===== src/rtl/mac_accum4.sv =====
// Frame accumulator behind the 4x4 array multiplier: sums LEN 8-bit products
// per frame and presents the total on a held valid/ready output.
module mac_accum4 #(
    parameter int unsigned LEN   = 4,
    parameter int unsigned ACC_W = 10
) (
    input  logic             clk,
    input  logic             rst_n,
    input  logic [7:0]       p,
    input  logic             in_valid,
    output logic             in_ready,
    input  logic             clr,
    output logic [ACC_W-1:0] sum,
    output logic             out_valid,
    input  logic             out_ready,
    output logic [4:0]       terms
);

    localparam int unsigned TERMS_W = 5;
    localparam logic [TERMS_W-1:0] LAST_TERM = TERMS_W'(LEN - 1);

    typedef enum logic {
        ST_ACC  = 1'b0,
        ST_HOLD = 1'b1
    } state_t;

    state_t              state, state_nx;
    logic [ACC_W-1:0]    acc, acc_nx;
    logic [ACC_W-1:0]    sum_nx;
    logic [TERMS_W-1:0]  terms_nx;
    logic                out_valid_nx;
    logic [ACC_W-1:0]    p_ext;

    assign p_ext = ACC_W'(p);

    // State and datapath registers
    always_ff @(posedge clk or negedge rst_n) begin
        if (!rst_n) begin
            state     <= ST_ACC;
            acc       <= '0;
            sum       <= '0;
            terms     <= '0;
            out_valid <= 1'b0;
        end else begin
            state     <= state_nx;
            acc       <= acc_nx;
            sum       <= sum_nx;
            terms     <= terms_nx;
            out_valid <= out_valid_nx;
        end
    end

    // Next-state, datapath update and in_ready; in_ready never depends on in_valid
    always_comb begin
        state_nx     = state;
        acc_nx       = acc;
        sum_nx       = sum;
        terms_nx     = terms;
        out_valid_nx = out_valid;
        in_ready     = 1'b0;

        if (clr) begin
            state_nx     = ST_ACC;
            acc_nx       = '0;
            terms_nx     = '0;
            out_valid_nx = 1'b0;
        end else begin
            unique case (state)
                ST_ACC: begin
                    in_ready = 1'b1;
                    if (in_valid) begin
                        if (terms == LAST_TERM) begin
                            sum_nx       = acc + p_ext;
                            acc_nx       = '0;
                            terms_nx     = '0;
                            out_valid_nx = 1'b1;
                            state_nx     = ST_HOLD;
                        end else begin
                            acc_nx   = acc + p_ext;
                            terms_nx = terms + TERMS_W'(1);
                        end
                    end
                end
                ST_HOLD: begin
                    in_ready = out_ready;
                    if (out_ready) begin
                        out_valid_nx = 1'b0;
                        state_nx     = ST_ACC;
                        // LEN >= 2, so a product taken here can never close a frame
                        if (in_valid) begin
                            acc_nx   = p_ext;
                            terms_nx = TERMS_W'(1);
                        end
                    end
                end
                default: begin
                    state_nx = ST_ACC;
                end
            endcase
        end
    end

endmodule


===== config.mk =====
export PLATFORM = sky130hd
export DESIGN_NAME = mac_accum4
export DESIGN_NICKNAME = d
export VERILOG_FILES = /design/src/rtl/mac_accum4.sv
export SDC_FILE = /design/constraint.sdc
export NUM_CORES = 1
export LEC_CHECK = 0
export CAP_MARGIN = 25
export CORE_ASPECT_RATIO = 2
export CORE_MARGIN = 3
export CORE_UTILIZATION = 38
export CTS_CLUSTER_SIZE = 14
export DETAILED_ROUTE_END_ITERATION = 16
export PLACE_DENSITY = 0.59
export RECOVER_POWER = 50
export SYNTH_ARGS = -nofsm -noshare
export SYNTH_HDL_FRONTEND = slang
export SYNTH_SLANG_ARGS = --single-unit

===== constraint.sdc =====
create_clock -name clk -period 4.9 [get_ports clk]
set_clock_uncertainty 0.05 [all_clocks]
set_input_delay 0.98 -clock clk [delete_from_list [all_inputs] [get_ports clk]]
set_output_delay 0.98 -clock clk [all_outputs]
set_load 0.01 [all_outputs]

Word-level counts from Yosys, hierarchy flattened
Index checks and enable logic that the tools add are counted.

storage, ports and cells
  word-level logic and storage cells = 41
  memories = 0
  bits in writable memories = 0
  output and inout bits = 17
  memory bits (read-only) = 0
  bits of input ports = 13
  register bits after elaboration = 27
  latch bits = 0

operators by class
  shift operators = 0
  multipliers = 0
  div/mod/pow operators = 0
  multiplexer cells = 24
  magnitude comparators = 0
  reduce and logical (&&, ||, !) cells = 3
  bitwise logic cells = 2
  $add $sub $neg = 2
  equality and inequality tests = 5

operators with widths
  operator             count
  $mux 10              5
  $mux 5               5
  $pmux 10 s2          1
  $ne 3x3->1 const B   4
  $add 10x8->10        1
  $pmux 5 s2           1
  $mux 1               9
  $pmux 1 s2           3
  $reduce_and 3->1     2
  $add 5x1->5 const B  1
  $eq 5x2->1 const B   1
  $reduce_and 4->1     1
  $not 1->1            2

Depth between registers and ports, before layout
Gate-level depths: netlist of run 1.

  depth after elaboration = 5
  gate-level depth with buffers = 7
  mapped depth without buffers = 7

Worst setup path after synthesis of run 1
Ideal clock, no wire load.

  path type = input port to flip-flop
  start = in p[0]
  end = reg sum[8]
  setup time = 0.095 ns
  path slack = 2.371 ns
  arrival = 2.384 ns
  stages = 7
  required time = 4.755 ns
  path buffers = 0
  cells stage by stage = ha_1 -> inv_1 -> fa_1 -> nand2b_1 -> a211oi_1 -> nor3_1 -> o31ai_1

between the ends
  word-level cells in the longest chain between the ends = 1

ends and longest elaborated chain
  element               RTL line  source
  from (decl)           9         input logic [7:0] p,
  $add 10x8->10         73        sum_nx = acc + p_ext;
  to (signal assigned)  47        sum <= sum_nx;
  to (decl)             13        output logic [ACC_W-1:0] sum,

Every way passes these cells.
A chain may end at the register's enable or synchronous reset.

Final worst setup path of run 1
  start = in clr
  end = out in_ready

between the ends
  word-level cells in the longest chain between the ends = 1

ends and longest elaborated chain
  element      RTL line  source
  from (decl)  12        input logic clr,
  $mux 1       62        if (clr) begin
  to (decl)    11        output logic in_ready,

Every way passes these cells.

==> flow_metrics.env, run 1 <==
export IMPL_max_cap_violations=1
export IMPL_hold_class="reg -> reg"
export IMPL_hold_path_end="sum[9]"
export IMPL_finalHoldWorstSlack_ns=0.432
export IMPL_grt_pass1_wl_mm=6.76
export IMPL_ir_worst_vdd_v=0.000164
export IMPL_start_util_pct=40.5
export IMPL_crit_fanout=8
export IMPL_syn_inst=165
export IMPL_reg2reg_slack_ns=2.45
export IMPL_rsz0062_at_grt="no"
export IMPL_vias_per_cell=5.76
export IMPL_cp_required_ns=3.87
export IMPL_report_final_slew_viol_count=28
export IMPL_pwr_share_clk_pct=19.9
export IMPL_syn_num_nets=188
export IMPL_grt_pass1_vias=1416
export IMPL_cp_buffers_inverters=2
export IMPL_synth_area_per_cell_sq_um=9.62
export IMPL_ant_nets=0
export IMPL_worstPathCellList="clkdlybuf4s50_1 > a21oi_1 > clkdlybuf4s50_1"
export IMPL_syn_area_sq_um=1590
export IMPL_cp_end_kind="output port"
export IMPL_post_cts_setup_buffers=0
export IMPL_vias=1412
export IMPL_cp_arrival_ns=2.33
export IMPL_netlist_top_cells_area="dfrtp_1 43%, ha_1 7.1%, nand2_1 4.0%"
export IMPL_final_cell_count_no_fill=245
export IMPL_area_growth_pct=24.3
export IMPL_diodes=0
export IMPL_crit_type="in -> out"
export IMPL_maxSlewHeadroom_pct=-0.494
export IMPL_dieArea_sq_um=5040
export IMPL_fin_util_pct=50.3
export IMPL_min_from="sum[9]"
export IMPL_startpoint_type="primary input"
export IMPL_avgRoutedWirePerCell_microns=16.4
export IMPL_fin_ws_ns=1.54
export IMPL_cp_startpoint="clr"
export IMPL_dp_cells=241
export IMPL_clock_latency_ns=0.27
export IMPL_core_area_sq_um=3920
export IMPL_finalSetupTns_ns=0
export IMPL_fin_crit_sh_pct=68.5
export IMPL_power_density_nw_per_um2=322
export IMPL_crit_top_cell="clkdlybuf4s50_1"
export IMPL_synth_most_common_cell="dfrtp_1"
export IMPL_synth_distinct_cells=42
export IMPL_worstMarginPinSlew_ns=1.51
export IMPL_ys_seq_area_share_pct=42.6
export IMPL_drt_wl_total_mm=4.01
export IMPL_cts_root_buffer="clkbuf_8"
export IMPL_antenna_found_initial=0
export IMPL_cts_path_max_buffers=2
export IMPL_post_cts_resized=0
export IMPL_ys_top_cells_by_count="27 x dfrtp_1, 17 x nand2_1, 12 x o21ai_0"
export IMPL_htree_levels=1
export IMPL_cts_sinks=27
export IMPL_drt_iter0_drc=20
export IMPL_dieHeight_microns=97.4
export IMPL_synth_edff_count=0
export IMPL_nets=218
export IMPL_fp_row_count=32
export IMPL_track_usage_pct=17.3
export IMPL_dp_slack_ns=1.55
export IMPL_status="complete, but fails checks"
export IMPL_first_pass_iters=4
export IMPL_r2r_start="terms[0]"
export IMPL_gp_congestion=0.778
export IMPL_dpl_hpwl_mm=3.08
export IMPL_max_freq_ghz=0.298
export IMPL_ys_ff_latch=27
export IMPL_hold_viol_final=0
export IMPL_min_period_ns=3.36
export IMPL_slowest_stage="clkdlybuf4s50_1"
export IMPL_grt_overflow=0
export IMPL_cts_made_buffers=3
export IMPL_ioPinCount=30
export IMPL_slowest_delay_ns=0.57
export IMPL_leakage_nw=0.856
export IMPL_worst_r2r_cell_count=4
export IMPL_place_port_buffers=29
export IMPL_cp_top_family="buffers and inverters"
export IMPL_setup_violations_final=0
export IMPL_p_switching_w=0.000206
export IMPL_internal_power_w=0.000430
export IMPL_yosys_area_top_type="dfrtp_1"
export IMPL_drive_gt1_share_pct=6.19
export IMPL_synthArstFlopShare_pct=100
export IMPL_synthFlopType="dfrtp_1"
export IMPL_ys_warn_count=0
export IMPL_grt_max_degree=28
export IMPL_synth_top_area_share_pct=42.6
export IMPL_violations="capacitance limit, slew limit"
export IMPL_worstReg2RegEnd="sum[0]"
export IMPL_drc=0
export IMPL_swShare_pct=32.4
export IMPL_die_w_microns=51.7
export IMPL_seqPwrFrac_pct=45.4
export IMPL_holdPathStages=2
export IMPL_hold_buffers=0
export IMPL_cts_tree="built"
export IMPL_n_fill_cell=411
export IMPL_combPwrFrac_pct=34.7
export IMPL_clk_pin_slew_ns=0.09
==> layout by cell type (no fill, tap or decap), drive strengths merged, types with 2 or more instances in the layout <==
cell type / count
a22oi: 5
o211ai: 2
clkdlybuf4s50: 21
nor2: 4
inv: 8
nand2b: 3
ha: 9
nand3: 5
o21a: 3
dfrtp: 27
o21ai: 19
and3: 2
a211oi: 4
a21oi: 11
nor3: 6
nand4: 2
a21o: 4
o311a: 2
xor2: 3
o31ai: 7
nand2: 17
clkbuf: 5
xnor2: 2
dlygate4sd3: 8
==> cell type report <==
class / count / area (sq um) / share of cell area [%]
Multi-Input combinational cell: 124 / 858 / 43.5
Inverter: 8 / 30.0 / 1.52
Timing Repair Buffer: 31 / 302 / 15.3
Clock buffer: 4 / 45.0 / 2.28
Tap cell: 51 / 63.8 / 3.23
Sequential cell: 27 / 676 / 34.2
==> layer usage <==
layer / wire, microns / vias to the layer above / global-route usage, %
met3: 126 / 8 / 2.30
met2: 2260 / 30 / 32.3
met1: 1560 / 701 / 18.9
met4: 72 / 0 / 6.06
met5: 0 / - / 0
li1: - / 673 / -
==> worst register-to-register path, delay by kind of cell (launching register included) <==
kind,cells,cell delay (ns)
flip-flops,1,0.44
adder cells (fa/ha/maj),1,0.27
multiplexers,1,0.56
AND/OR/NAND/NOR,2,1.02
==> registers in the layout (all words and copies together), names as in the netlist <==
register   count
acc           10
out_valid      1
state          1
sum           10
terms          5
==> worst max path at each step <==
stage	cells after the start	end	slack, ns
after global placement	3	in_ready	1.59
after global routing	3	in_ready	1.48
after floorplan	7	sum[8]	2.37
after detailed placement	8	sum[8]	1.55
final	3	in_ready	1.54
after CTS	3	in_ready	1.55
==> metrics by stage <==
step	instance area, sq um	power (W)
2_1_floorplan	1590	0.000419
3_3_place_gp	1930	0.000517
3_5_place_dp	1930	0.000524
4_1_cts	1980	0.000654
5_1_grt	1970	0.000681
6_report	1970	0.000637
==> cell families (layout without fill, tap and decap cells) <==
logic type	count (synthesis)	in the layout	synth area share, %
AO/OA/AOI/OAI	65	65	27.0
AND/OR/NAND/NOR	43	43	15.2
flip-flops	27	27	42.6
buffers and inverters	14	43	3.39
adder cells (fa/ha/maj)	10	10	8.35
XOR/XNOR	5	5	2.76
multiplexers	1	1	0.709
==> power groups by stage <==
stage               clock [W]  combinational [W]  sequential (W)
floorplan                   0           0.000116        0.000303
global placement            0           0.000225        0.000292
detailed placement          0           0.000229        0.000294
CTS                  0.000134           0.000230        0.000290
global route         0.000140           0.000245        0.000295
finish               0.000127           0.000221        0.000289
(Power assumes the default switching activity.)
==> run 2: changes to the inputs <==
Settings changed: PLACE_DENSITY 0.59 to 0.62.
Clock period 4.9 ns to 2.8 ns, I/O delays scaled along.
==> run 2 against run 1 <==
- sequential cell count did not move
- clock-buffer cell count did not move
- highest routed layer unchanged
- combinational power rose by 76%
- sequential power rose by 75%
- worst hold slack improved by 0.0014 ns
- power rose by 76%
- routed wire length fell by 3.6%
- register-to-register slack got worse by 1.8 ns
- design area rose by 1.1%
- sequential share of layout area fell by 0.39 points
- setup slack got worse by 1.2 ns
- core utilization rose by 0.57 points
- the flow still finishes with violations (capacitance limit, slew limit)
==> flow_metrics.env, run 2 (synthesis gave the netlist of run 1 again) <==
export IMPL_report_final_slew_viol_count=28
export IMPL_worstReg2RegEnd="sum[8]"
export IMPL_worst_r2r_cell_count=5
export IMPL_ant_nets=0
export IMPL_maxSlewHeadroom_pct=-1.39
export IMPL_cp_startpoint="clr"
export IMPL_slowest_stage="clkdlybuf4s50_1"
export IMPL_slowest_delay_ns=0.57
export IMPL_clock_latency_ns=0.27
export IMPL_nets=221
export IMPL_vias_per_cell=5.54
export IMPL_max_cap_violations=1
export IMPL_final_cell_mix="27 x dfrtp_1, 22 x clkdlybuf4s50_1, 17 x nand2_1, 12 x o21ai_0, 11 x a21oi_1"
export IMPL_reg_top3="acc (10), sum (10), terms (5)"
export IMPL_finalSetupTns_ns=0
export IMPL_power_density_nw_per_um2=561
export IMPL_fin_crit_sh_pct=89.0
export IMPL_combPwrFrac_pct=34.8
export IMPL_gp_congestion=0.787
export IMPL_mostFrequentLayoutCell="dfrtp_1"
export IMPL_cp_buffers_inverters=2
export IMPL_cp_top_family="buffers and inverters"
export IMPL_status="complete, but fails checks"
export IMPL_pwr_share_clk_pct=20.1
export IMPL_worstPathCellList="clkdlybuf4s50_1 > a21oi_1 > clkdlybuf4s50_1"
export IMPL_grt_pass1_vias=1395
export IMPL_core_area_sq_um=3920
export IMPL_p_switching_w=0.000364
export IMPL_n_fill_cell=418
export IMPL_cp_arrival_ns=1.88
export IMPL_track_usage_pct=16.5
export IMPL_fin_util_pct=50.9
export IMPL_avgRoutedWirePerCell_microns=15.6
export IMPL_hold_class="reg -> reg"
export IMPL_stdcell_area_sq_um=2000
export IMPL_min_period_ns=2.49
export IMPL_endpoint="in_ready"
export IMPL_antenna_found_initial=0
export IMPL_cts_sinks=27
export IMPL_reg2reg_slack_ns=0.63
export IMPL_clk_pin_slew_ns=0.09
export IMPL_cts_root_buffer="clkbuf_8"
export IMPL_ir_worst_vdd_v=0.000301
export IMPL_violations="capacitance limit, slew limit"
export IMPL_finalPower_w=0.00112
export IMPL_crit_type="in -> out"
export IMPL_setup_violations_final=0
export IMPL_grt_overflow=0
export IMPL_drc=0
export IMPL_diodes=0
export IMPL_hold_buffers=0
export IMPL_dieHeight_microns=97.4
export IMPL_dieArea_sq_um=5040
export IMPL_fp_row_count=32
export IMPL_cp_required_ns=2.19
export IMPL_place_port_buffers=29
export IMPL_ioPinCount=30
export IMPL_min_from="sum[5]"
export IMPL_vias=1375
export IMPL_drt_wl_total_mm=3.87
export IMPL_dpl_cell_area_sq_um=1960
export IMPL_grt_max_degree=28
export IMPL_dpl_hpwl_mm=2.96
export IMPL_max_freq_ghz=0.401
export IMPL_crit_top_cell="clkdlybuf4s50_1"
export IMPL_seqPwrFrac_pct=45.1
export IMPL_rsz0062_at_grt="no"
export IMPL_cts_path_max_buffers=2
export IMPL_hold_viol_final=0
export IMPL_post_cts_resized=0
export IMPL_startpoint_type="primary input"
export IMPL_die_w_microns=51.7
export IMPL_swShare_pct=32.5
export IMPL_area_growth_pct=25.8
export IMPL_htree_levels=1
export IMPL_leakage_nw=0.870
export IMPL_cp_end_kind="output port"
export IMPL_start_util_pct=40.5
export IMPL_r2r_start="terms[0]"
export IMPL_crit_fanout=8
export IMPL_worstSetupPathDepth=3
export IMPL_post_cts_setup_buffers=0
export IMPL_worstMarginPinSlew_ns=1.52
export IMPL_cts_tree="built"
export IMPL_cts_made_buffers=3
export IMPL_grt_pass1_wl_mm=6.43
export IMPL_first_pass_iters=4
export IMPL_drive_gt1_share_pct=7.61
export IMPL_drt_iter0_drc=19
export IMPL_internal_power_w=0.000757
## run 2: cell types whose count changed in the layout (fill, tap and decap cells not counted), sizes merged
| cell | previous run | this run |
|---|---|---|
| clkdlybuf4s50 | 21 | 22 |
| dlygate4sd3 | 8 | 7 |
| buf | 1 | 4 |
## run 2: power by group through the flow
stage                     Clock (W)  Combinational [W]  Sequential (W)
final                      0.000225           0.000390        0.000506
after global routing       0.000242           0.000429        0.000517
after detailed placement          0           0.000404        0.000515
after CTS                  0.000234           0.000406        0.000507
after floorplan                   0           0.000203        0.000530
after global placement            0           0.000398        0.000512
## run 2: final cells by class
| cell class | count | area (sq um) | share of cell area [%] |
|---|---|---|---|
| multi-input cells | 124 | 858 | 43.0 |
| flip-flops and latches | 27 | 676 | 33.8 |
| repair buffers | 34 | 324 | 16.2 |
| well taps | 51 | 63.8 | 3.20 |
| clock buffers | 4 | 45.0 | 2.26 |
| inverters | 8 | 30.0 | 1.50 |
## run 2: worst min-delay path, delay by kind of cell (launching register included)
family	cells	cell delay [ns]
and+or+nand+nor	1	0.05
AOI/OAI and AO/OA	1	0.06
DFF	1	0.35
## run 2: through the flow
step | hold slack, ns | cells | setup slack, ns
6_report | 0.433 | 248 | 0.309
5_1_grt | 0.462 | 248 | 0.162
4_1_cts | 0.445 | 248 | 0.295
3_5_place_dp | 0.424 | 244 | 0.108
3_3_place_gp | 0.418 | 244 | 0.138
2_1_floorplan | 0.214 | 165 | 0.691
## run 2: worst min path at each step
stage | endpoint | slack (ns) | cells past startpoint
2_1_floorplan | acc[0] | 0.21 | 0
3_3_place_gp | sum[7] | 0.42 | 2
3_5_place_dp | sum[5] | 0.42 | 2
4_1_cts | sum[7] | 0.45 | 2
5_1_grt | sum[5] | 0.46 | 2
6_report | sum[5] | 0.43 | 2
## run 2: routing by layer
| metal | track usage (%) | share of wire, % |
|---|---|---|
| met5 | 0 | 0 |
| met4 | 8.28 | 2.9 |
| met3 | 2.00 | 3.3 |
| met2 | 29.7 | 54 |
| met1 | 17.9 | 40 |
